### src/rtl/alu_rr_sched_pkg.sv
// Shared definitions for the ALU round-robin scheduler: bus widths, opcodes,
// flag bit positions and FSM state encodings.
package alu_rr_sched_pkg;

  localparam int DW_DEF   = 6;
  localparam int OPW_DEF  = 3;
  localparam int CNTW_DEF = 8;
  localparam int FW       = 3;

  localparam logic [2:0] OP_ADD = 3'd0;
  localparam logic [2:0] OP_SUB = 3'd1;
  localparam logic [2:0] OP_AND = 3'd2;
  localparam logic [2:0] OP_OR  = 3'd3;
  localparam logic [2:0] OP_XOR = 3'd4;
  localparam logic [2:0] OP_NOT = 3'd5;

  localparam int FLAG_CARRY = 2;
  localparam int FLAG_OVF   = 1;
  localparam int FLAG_ZERO  = 0;

  typedef enum logic [1:0] {
    ST_IDLE  = 2'd0,
    ST_ISSUE = 2'd1,
    ST_CAPT  = 2'd2,
    ST_RESP  = 2'd3
  } state_e;

endpackage

### src/rtl/alu_rr_sched_rr_arb2.sv
// Two-input round-robin arbiter; last_grant resets to 1 so requester 0 wins
// the first contended grant.
module rr_arb2 (
  input  logic       clk,
  input  logic       rst,
  input  logic [1:0] req,
  input  logic       en,
  output logic       gnt_valid,
  output logic       gnt_id
);

  logic last_grant_r;
  logic gnt_valid_s;
  logic gnt_id_s;

  // grant selection: lone requester wins, contention alternates
  always_comb begin
    gnt_valid_s = en & (|req);
    if (req == 2'b11) begin
      gnt_id_s = ~last_grant_r;
    end else if (req[1]) begin
      gnt_id_s = 1'b1;
    end else begin
      gnt_id_s = 1'b0;
    end
  end

  // remember the most recent winner
  always_ff @(posedge clk or negedge rst) begin
    if (!rst) begin
      last_grant_r <= 1'b1;
    end else if (gnt_valid_s) begin
      last_grant_r <= gnt_id_s;
    end else begin
      last_grant_r <= last_grant_r;
    end
  end

  assign gnt_valid = gnt_valid_s;
  assign gnt_id    = gnt_id_s;

endmodule

### src/rtl/alu_rr_sched.sv
// Shares one registered ALU between two requesters; issues one operation at a
// time and returns the captured result tagged with the owning requester.
module alu_rr_sched
  import alu_rr_sched_pkg::*;
#(
  parameter int DW   = DW_DEF,
  parameter int OPW  = OPW_DEF,
  parameter int CNTW = CNTW_DEF
) (
  input  logic            clk,
  input  logic            rst,
  input  logic            req0_valid,
  output logic            req0_ready,
  input  logic [OPW-1:0]  req0_op,
  input  logic [DW-1:0]   req0_a,
  input  logic [DW-1:0]   req0_b,
  input  logic            req1_valid,
  output logic            req1_ready,
  input  logic [OPW-1:0]  req1_op,
  input  logic [DW-1:0]   req1_a,
  input  logic [DW-1:0]   req1_b,
  output logic [OPW-1:0]  alu_op,
  output logic [DW-1:0]   alu_a,
  output logic [DW-1:0]   alu_b,
  input  logic [DW-1:0]   alu_c,
  input  logic [FW-1:0]   alu_f,
  output logic            rsp_valid,
  input  logic            rsp_ready,
  output logic            rsp_id,
  output logic [DW-1:0]   rsp_c,
  output logic [FW-1:0]   rsp_f,
  output logic            busy,
  output logic [CNTW-1:0] ops_done
);

  state_e          state_r;
  state_e          state_nxt_s;
  logic            gnt_valid_s;
  logic            gnt_id_s;
  logic            req0_ready_s;
  logic            req1_ready_s;
  logic            rsp_hs_s;
  logic [OPW-1:0]  alu_op_r;
  logic [DW-1:0]   alu_a_r;
  logic [DW-1:0]   alu_b_r;
  logic            rsp_valid_r;
  logic            rsp_id_r;
  logic [DW-1:0]   rsp_c_r;
  logic [FW-1:0]   rsp_f_r;
  logic            busy_r;
  logic [CNTW-1:0] ops_done_r;

  rr_arb2 u_arb (
    .clk       (clk),
    .rst       (rst),
    .req       ({req1_valid, req0_valid}),
    .en        (state_r == ST_IDLE),
    .gnt_valid (gnt_valid_s),
    .gnt_id    (gnt_id_s)
  );

  // rsp_ready only counts once the response is actually offered in RESP
  assign rsp_hs_s = (state_r == ST_RESP) & rsp_valid_r & rsp_ready;

  // next-state and acceptance pulses
  always_comb begin
    state_nxt_s  = state_r;
    req0_ready_s = 1'b0;
    req1_ready_s = 1'b0;
    case (state_r)
      ST_IDLE: begin
        if (gnt_valid_s) begin
          state_nxt_s  = ST_ISSUE;
          req0_ready_s = ~gnt_id_s;
          req1_ready_s = gnt_id_s;
        end else begin
          state_nxt_s = ST_IDLE;
        end
      end
      ST_ISSUE: state_nxt_s = ST_CAPT;
      ST_CAPT:  state_nxt_s = ST_RESP;
      ST_RESP: begin
        if (rsp_hs_s) begin
          state_nxt_s = ST_IDLE;
        end else begin
          state_nxt_s = ST_RESP;
        end
      end
      default: state_nxt_s = ST_IDLE;
    endcase
  end

  // state, ALU operand latch, response capture and completion counter
  always_ff @(posedge clk or negedge rst) begin
    if (!rst) begin
      state_r     <= ST_IDLE;
      busy_r      <= 1'b0;
      alu_op_r    <= {OPW{1'b0}};
      alu_a_r     <= {DW{1'b0}};
      alu_b_r     <= {DW{1'b0}};
      rsp_valid_r <= 1'b0;
      rsp_id_r    <= 1'b0;
      rsp_c_r     <= {DW{1'b0}};
      rsp_f_r     <= {FW{1'b0}};
      ops_done_r  <= {CNTW{1'b0}};
    end else begin
      state_r <= state_nxt_s;
      busy_r  <= (state_nxt_s != ST_IDLE);
      if ((state_r == ST_IDLE) && gnt_valid_s) begin
        alu_op_r <= gnt_id_s ? req1_op : req0_op;
        alu_a_r  <= gnt_id_s ? req1_a  : req0_a;
        alu_b_r  <= gnt_id_s ? req1_b  : req0_b;
        rsp_id_r <= gnt_id_s;
      end
      if (state_r == ST_CAPT) begin
        rsp_c_r     <= alu_c;
        rsp_f_r     <= alu_f;
        rsp_valid_r <= 1'b1;
      end else if (rsp_hs_s) begin
        rsp_valid_r <= 1'b0;
        ops_done_r  <= ops_done_r + CNTW'(1);
      end
    end
  end

  assign req0_ready = req0_ready_s;
  assign req1_ready = req1_ready_s;
  assign alu_op     = alu_op_r;
  assign alu_a      = alu_a_r;
  assign alu_b      = alu_b_r;
  assign rsp_valid  = rsp_valid_r;
  assign rsp_id     = rsp_id_r;
  assign rsp_c      = rsp_c_r;
  assign rsp_f      = rsp_f_r;
  assign busy       = busy_r;
  assign ops_done   = ops_done_r;

endmodule

### config.mk
export PLATFORM = sky130hd
export DESIGN_NAME = alu_rr_sched
export DESIGN_NICKNAME = d
export VERILOG_FILES = /design/src/rtl/alu_rr_sched_pkg.sv /design/src/rtl/alu_rr_sched_rr_arb2.sv /design/src/rtl/alu_rr_sched.sv
export SDC_FILE = /design/constraint.sdc
export NUM_CORES = 1
export LEC_CHECK = 0
export ABC_AREA = 1
export BUFFER_PORTS_ARGS = -buffer_cell sky130_fd_sc_hd__buf_4
export CORE_MARGIN = 3
export CORE_UTILIZATION = 25
export DETAILED_ROUTE_END_ITERATION = 8
export GPL_TIMING_DRIVEN = 0
export PLACE_DENSITY = 0.5
export SLEW_MARGIN = 25
export SYNTH_ARGS = -nofsm -noshare
export SYNTH_HDL_FRONTEND = slang
export SYNTH_SLANG_ARGS = --single-unit
### constraint.sdc
create_clock -name clk -period 1.55 [get_ports clk]
set_input_delay 0.2325 -clock clk [delete_from_list [all_inputs] [get_ports clk]]
set_output_delay 0.2325 -clock clk [all_outputs]
set_load 0.05 [all_outputs]
==> results of run 1 <==
[logic make-up (layout without fill, tap and decap cells)]
group	after synthesis	after routing	share of synthesized area, %
AND/OR/NAND/NOR	109	109	27.6
flip-flops	38	38	57.4
buffers and inverters	13	116	4.75
multiplexers	9	9	6.11
AO/OA/AOI/OAI	5	5	1.74
XOR/XNOR	3	3	1.59
adder cells (fa/ha/maj)	1	1	0.755
[worst min-delay path: stages]
cell     delay [ns]
buf_4          0.07
nand2_1        0.04
nand3_1        0.05
[cell type report]
type | count | area, um^2 | share of cell area (%)
plain buffers | 4 | 45.0 | 1.74
clock buffers | 8 | 80.1 | 3.09
inverters | 9 | 33.8 | 1.31
multi-input cells | 127 | 649 | 25.1
flip-flops and latches | 38 | 952 | 36.8
well taps | 77 | 96.3 | 3.72
repair buffers | 95 | 731 | 28.2
[cells in the final DEF (no fill, tap or decap)]
| cell type | n |
|---|---|
| buf_6 | 4 |
| xor2_1 | 1 |
| nand3_1 | 17 |
| nand2_4 | 1 |
| nand2_1 | 79 |
| nand2_2 | 2 |
| nor2_1 | 6 |
| ha_1 | 1 |
| buf_8 | 2 |
| clkbuf_1 | 3 |
| nor2_4 | 4 |
| inv_2 | 1 |
| o21ai_0 | 4 |
| clkbuf_8 | 5 |
| o21ai_4 | 1 |
| buf_4 | 92 |
| dlygate4sd3_1 | 1 |
| dfstp_2 | 1 |
| mux2_2 | 9 |
| inv_1 | 8 |
| xnor2_1 | 2 |
| dfrtp_1 | 37 |
[registers in the layout, summed over array words and instances (netlist names)]
register            flops
rsp_id                  1
alu_op                  3
alu_b                   6
state_r                 2
ops_done                8
rsp_valid               1
rsp_f                   3
u_arb.last_grant_r      1
busy                    1
alu_a                   6
rsp_c                   6
[metal layers]
metal  track usage, %  share of wire [%]  wire (um)
met1             13.3                 43       1770
met2             18.4                 48       1980
met3             3.12                7.5        310
met4             5.02                1.6         64
met5                0                  0          0
[path summary, 6_finish.rpt]
| path | startpoint | endpoint | slack (ns) | cells after the start |
|---|---|---|---|---|
| worst min-delay path | req0_b[1] | alu_b[1] | 0.15 | 3 |
| min in group asynchronous | rst | ops_done[3] | 0.46 | 2 |
| worst min register to register | u_arb.last_grant_r | u_arb.last_grant_r | 0.48 | 2 |
| worst max-delay path | state_r[0] | req0_ready | -0.01 | 5 |
| max in group asynchronous | rst | u_arb.last_grant_r | 0.73 | 2 |
| worst max register to register | state_r[0] | alu_a[3] | 0.15 | 9 |
[per-stage QoR]
stage,TNS (ns),cells,util (%),area (um^2)
after floorplan,0,178,-,1660
after global placement,-0.101,335,36.9,2350
after detailed placement,-0.0918,335,36.9,2350
after CTS,-0.0898,354,40.0,2550
after global routing,-0.190,358,40.5,2590
final,-0.0180,358,40.5,2590
[what timing repair did]
item                                    CTS  global route
endpoints found under the setup margin    2             9
buffers inserted                         10             5
endpoints found under the hold margin    37             0
pin swaps                                 4             4
resized for setup                         9             1
hold buffers                              1             0
[report_power, final]
part | switching, mW | internal [mW]
registers | 0.276 | 1.43
clock network | 0.331 | 0.320
logic | 2.04 | 1.05
==> results.py, run 1 <==
metrics = {
    "timing": {
        "rsz0062_at_grt": "true",
        "period_needed_ns": 1.56,
        "setup_viol": 2,
        "fmax_mhz": 640,
        "whs_ns": 0.150,
        "hold_viol_final": 0,
        "relSlewSlack_pct": 66.9,
        "worstMarginPinSlew_ns": 0.497,
        "fin_ws_ns": -0.0120,
        "post-route-period-util_pct": 101,
        "drv_slew": 0,
        "finClkSkew_ns": 0.00366,
    },
    "status": {
        "outcome": "complete, but fails checks",
        "violations": "setup timing",
    },
    "cts": {
        "cts.clk_slew.worst_paths_ns": 0.07,
        "clockRootBuffer": "clkbuf_8",
        "cts.sinks": 38,
        "tritoncts": "yes",
        "clk_path_buf_depth": 2,
        "cts_max_level": 2,
        "clk_latency_ns": 0.28,
        "cts_buffers": 5,
    },
    "critical_path": {
        "cp.arrival_ns": 1.33,
        "max_stage_delay_ns": 0.42,
        "path_common_cell": "nor2_4",
        "path_buf_inv": 2,
        "cp-start-kind": "flip-flop",
        "cp_max_fo": 3,
        "cp_cell_sequence": "nor2_4, o21ai_4, nor2_4, buf_6, buf_8",
        "path_delay_family": "flip-flops",
        "required_ns": 1.32,
        "crit_type": "reg -> out",
        "worst_setup_path_end_kind": "output pin",
        "critPathSlowestCell": "dfrtp_1",
    },
    "route": {
        "avgRoutedWirePerCell_um": 11.5,
        "routed_wirelength_um": 4130,
        "vias_per_cell": 4.23,
        "ant_nets": 0,
        "drtIter0Drc": 19,
        "vias": 1513,
        "post-route-drc-count": 0,
        "drt_first_pass_iters": 3,
    },
    "grt": {
        "grt_first_pass_wirelength_um": 6560,
        "gr-usage-all-layers_pct": 11.1,
        "grt_pass1_vias": 1450,
        "grt_start_max_net_pins": 39,
        "grt.overflow.total": 0,
        "grt_antenna_before_repair": 0,
    },
    "placement": {
        "port_buffers": 80,
        "dp_worst_setup_slack_ns": -0.0533,
        "dp_hpwl_um": 2860,
        "finalWeightedCongestion": 0.677,
    },
    "run": {
        "max_cap_violations": 0,
    },
    "finish": {
        "antenna_cells": 0,
        "fillers": 662,
        "fin_nets": 325,
        "syn_to_final_growth_pct": 56.1,
        "drive_above_1_share_pct": 43.4,
    },
    "yosys": {
        "avgSynthCellArea_um2": 9.31,
        "synth-edff-count": 0,
        "yosysTopAreaCellShare_pct": 55.8,
        "ys_top_cells_by_area": "dfrtp_1 (56%), nand2_1 (18%), mux2_2 (6.1%)",
        "synth_flop_cell": "dfrtp_1",
        "netlist_instances": 178,
        "synthArstFlopShare_pct": 100,
        "synth_cell_type_count": 16,
        "synth_area_um2": 1660,
        "synth_top_cell_by_area": "dfrtp_1",
        "synth.top_cells.by_count": "nand2_1 (81), dfrtp_1 (37), nand3_1 (17)",
        "ys_warn_count": 0,
        "yosysSeqAreaShare_pct": 57.4,
        "syn_nets": 223,
        "ys_seq_elements": 38,
        "synth_most_common_cell": "nand2_1",
    },
    "die": {
        "die_w_um": 87.4,
        "fp.dieH_um": 87.4,
        "start_util_pct": 26.0,
        "dieArea_um2": 7640,
        "io_pins": 81,
        "core_um2": 6390,
        "row_count": 29,
    },
    "power_and_ir_drop": {
        "power_leakage_nw": 1.31,
        "total_power_mw": 5.45,
        "ir_worst_vdd_mv": 1.07,
        "power_per_cell_area_nw_per_um2": 2100,
    },
    "hold_path": {
        "min_path_type": "in -> reg",
    },
}
(Power assumes the default switching activity.)
==> run 2, diff against run 1 <==
clock period = 1.8 ns   (was 1.55 ns; I/O delays follow)
==> run 2 against run 1 <==
Against the previous run: register-to-register slack better by 0.38 ns; the run now ends clean; non-clock buffer count shrank 12; worst hold slack improved by 0.037 ns; largest cell class unchanged; final area shrank 3.7%; sequential cell count unchanged; worst setup slack gained 0.11 ns; cell count decreased by 3.4%; sequential power shrank 13%; via count is 2.9% lower; clock skew barely moved.
==> results.py, run 2 (synthesis results as in run 1) <==
metrics = {
    "hold_path": {
        "min_to": "alu_b[1]",
        "min_path_type": "in -> reg",
        "min_from": "req0_b[1]",
        "hold_depth": 3,
    },
    "placement": {
        "finalWeightedCongestion": 0.677,
        "port_buffers": 80,
        "dp_hpwl_um": 2860,
        "dp_worst_setup_slack_ns": 0.159,
        "post_dp_cell_area_um2": 2350,
    },
    "cts": {
        "cts_buffers": 5,
        "cts.clk_slew.worst_paths_ns": 0.07,
        "cts.sinks": 38,
        "cts_max_level": 2,
        "clockRootBuffer": "clkbuf_8",
        "clk_path_buf_depth": 2,
        "tritoncts": "yes",
        "clk_latency_ns": 0.28,
    },
    "timing": {
        "fin_ws_ns": 0.101,
        "relSlewSlack_pct": 66.9,
        "fmax_mhz": 589,
        "setup_tns_ns": 0,
        "setup_viol": 0,
        "drv_slew": 0,
        "hold_viol_final": 0,
        "worstMarginPinSlew_ns": 0.497,
        "post-route-period-util_pct": 94.4,
        "rsz0062_at_grt": "false",
        "finClkSkew_ns": 0.00373,
        "period_needed_ns": 1.70,
        "whs_ns": 0.187,
    },
    "grt": {
        "gr-usage-all-layers_pct": 10.6,
        "grt_antenna_before_repair": 0,
        "grt_pass1_vias": 1402,
        "grt_first_pass_wirelength_um": 6290,
        "grt.overflow.total": 0,
        "grt_start_max_net_pins": 39,
    },
    "die": {
        "row_count": 29,
        "io_pins": 81,
        "start_util_pct": 26.0,
        "fp.dieH_um": 87.4,
        "core_um2": 6390,
        "dieArea_um2": 7640,
        "die_w_um": 87.4,
    },
    "critical_path": {
        "path_buf_inv": 2,
        "cp-start-kind": "flip-flop",
        "r2r_cells": 5,
        "max_stage_delay_ns": 0.45,
        "path_common_cell": "nor2_4",
        "crit_type": "reg -> out",
        "worst_setup_path_end_kind": "output pin",
        "cp_max_fo": 10,
        "cp.arrival_ns": 1.43,
        "r2r-end": "ops_done[4]",
        "crit_cells": 5,
        "cp_cell_sequence": "nor2_4, o21ai_4, nor2_4, buf_6, buf_8",
        "rr_startpoint": "state_r[1]",
        "path_delay_family": "flip-flops",
        "critPathSlowestCell": "dfrtp_2",
        "required_ns": 1.53,
        "rrSetupSlack_ns": 0.53,
    },
    "power_and_ir_drop": {
        "power_leakage_nw": 1.25,
        "power_per_cell_area_nw_per_um2": 1850,
        "ir_worst_vdd_mv": 0.917,
    },
    "finish": {
        "antenna_cells": 0,
        "syn_to_final_growth_pct": 50.3,
        "fin_nets": 313,
        "design_area_um2": 2490,
        "largest_register_ffs": 8,
        "layout_common_cells": "nand2_1 (80), buf_4 (80), dfrtp_1 (36)",
        "fillers": 656,
        "drive_above_1_share_pct": 40.5,
    },
    "route": {
        "routed_wirelength_um": 3950,
        "post-route-drc-count": 0,
        "vias_per_cell": 4.25,
        "vias": 1469,
        "avgRoutedWirePerCell_um": 11.4,
        "drtIter0Drc": 15,
        "drt_first_pass_iters": 4,
        "ant_nets": 0,
    },
    "status": {
        "outcome": "finished clean",
    },
    "run": {
        "max_cap_violations": 0,
    },
}
-- run 2: changes by cell type in the layout (fill, tap and decap cells not counted) --
cell	change
buf_4	-12
dfrtp_1	-1
dfrtp_2	+1
inv_1	+1
inv_2	-1
nand2_1	+1
nand2_4	-1
-- run 2: worst reg2reg max path: cells and delay by family, from the launching register on --
| family | cells | cell delay (ns) |
|---|---|---|
| simple gates | 4 | 0.58 |
| flops | 1 | 0.42 |
| compound gates | 1 | 0.17 |
-- run 2: metal layers --
metal  vias up  part of all wire (%)  global-route usage, %
met2        47                    47                   17.2
met1       678                    44                   12.8
met3         7                   7.8                   3.12
li1        737                     -                      -
met5         -                     0                      0
met4         0                   1.6                   5.02
-- run 2: report_power, final --
part / switching (mW) / internal, mW
sequential: 0.245 / 1.24
clock: 0.285 / 0.275
combinational: 1.72 / 0.836
total: 2.25 / 2.35
-- run 2: final cells by class --
type	instances	area, um^2	share of cell area (%)
Tap cell	77	96.3	3.87
Inverter	9	33.8	1.36
Timing Repair Buffer	83	641	25.7
Sequential cell	38	953	38.3
Clock buffer	8	80.1	3.21
Multi-Input combinational cell	127	642	25.8
Buffer	4	45.0	1.81
-- run 2: worst max path at each step --
stage | from | end
2_1_floorplan | rsp_valid | ops_done[4]
3_3_place_gp | u_arb.last_grant_r | req0_ready
3_5_place_dp | u_arb.last_grant_r | req0_ready
4_1_cts | state_r[1] | req1_ready
5_1_grt | state_r[1] | req1_ready
6_report | state_r[1] | req1_ready
-- run 2: per-stage QoR --
stage | utilization (%) | power, mW | instances
2_1_floorplan | - | 3.25 | 178
3_3_place_gp | 36.9 | 4.05 | 335
3_5_place_dp | 36.9 | 4.06 | 335
4_1_cts | 38.7 | 4.66 | 346
5_1_grt | 39.0 | 4.88 | 346
6_report | 39.0 | 4.60 | 346
-- run 2: repair_timing --
action | in CTS | in global routing
setup endpoints to repair | 2 | 2
hold buffers | 1 | 0
pin swaps | 2 | 0
hold endpoints to repair | 37 | 0
setup buffers | 2 | 0
resized for setup | 2 | 6
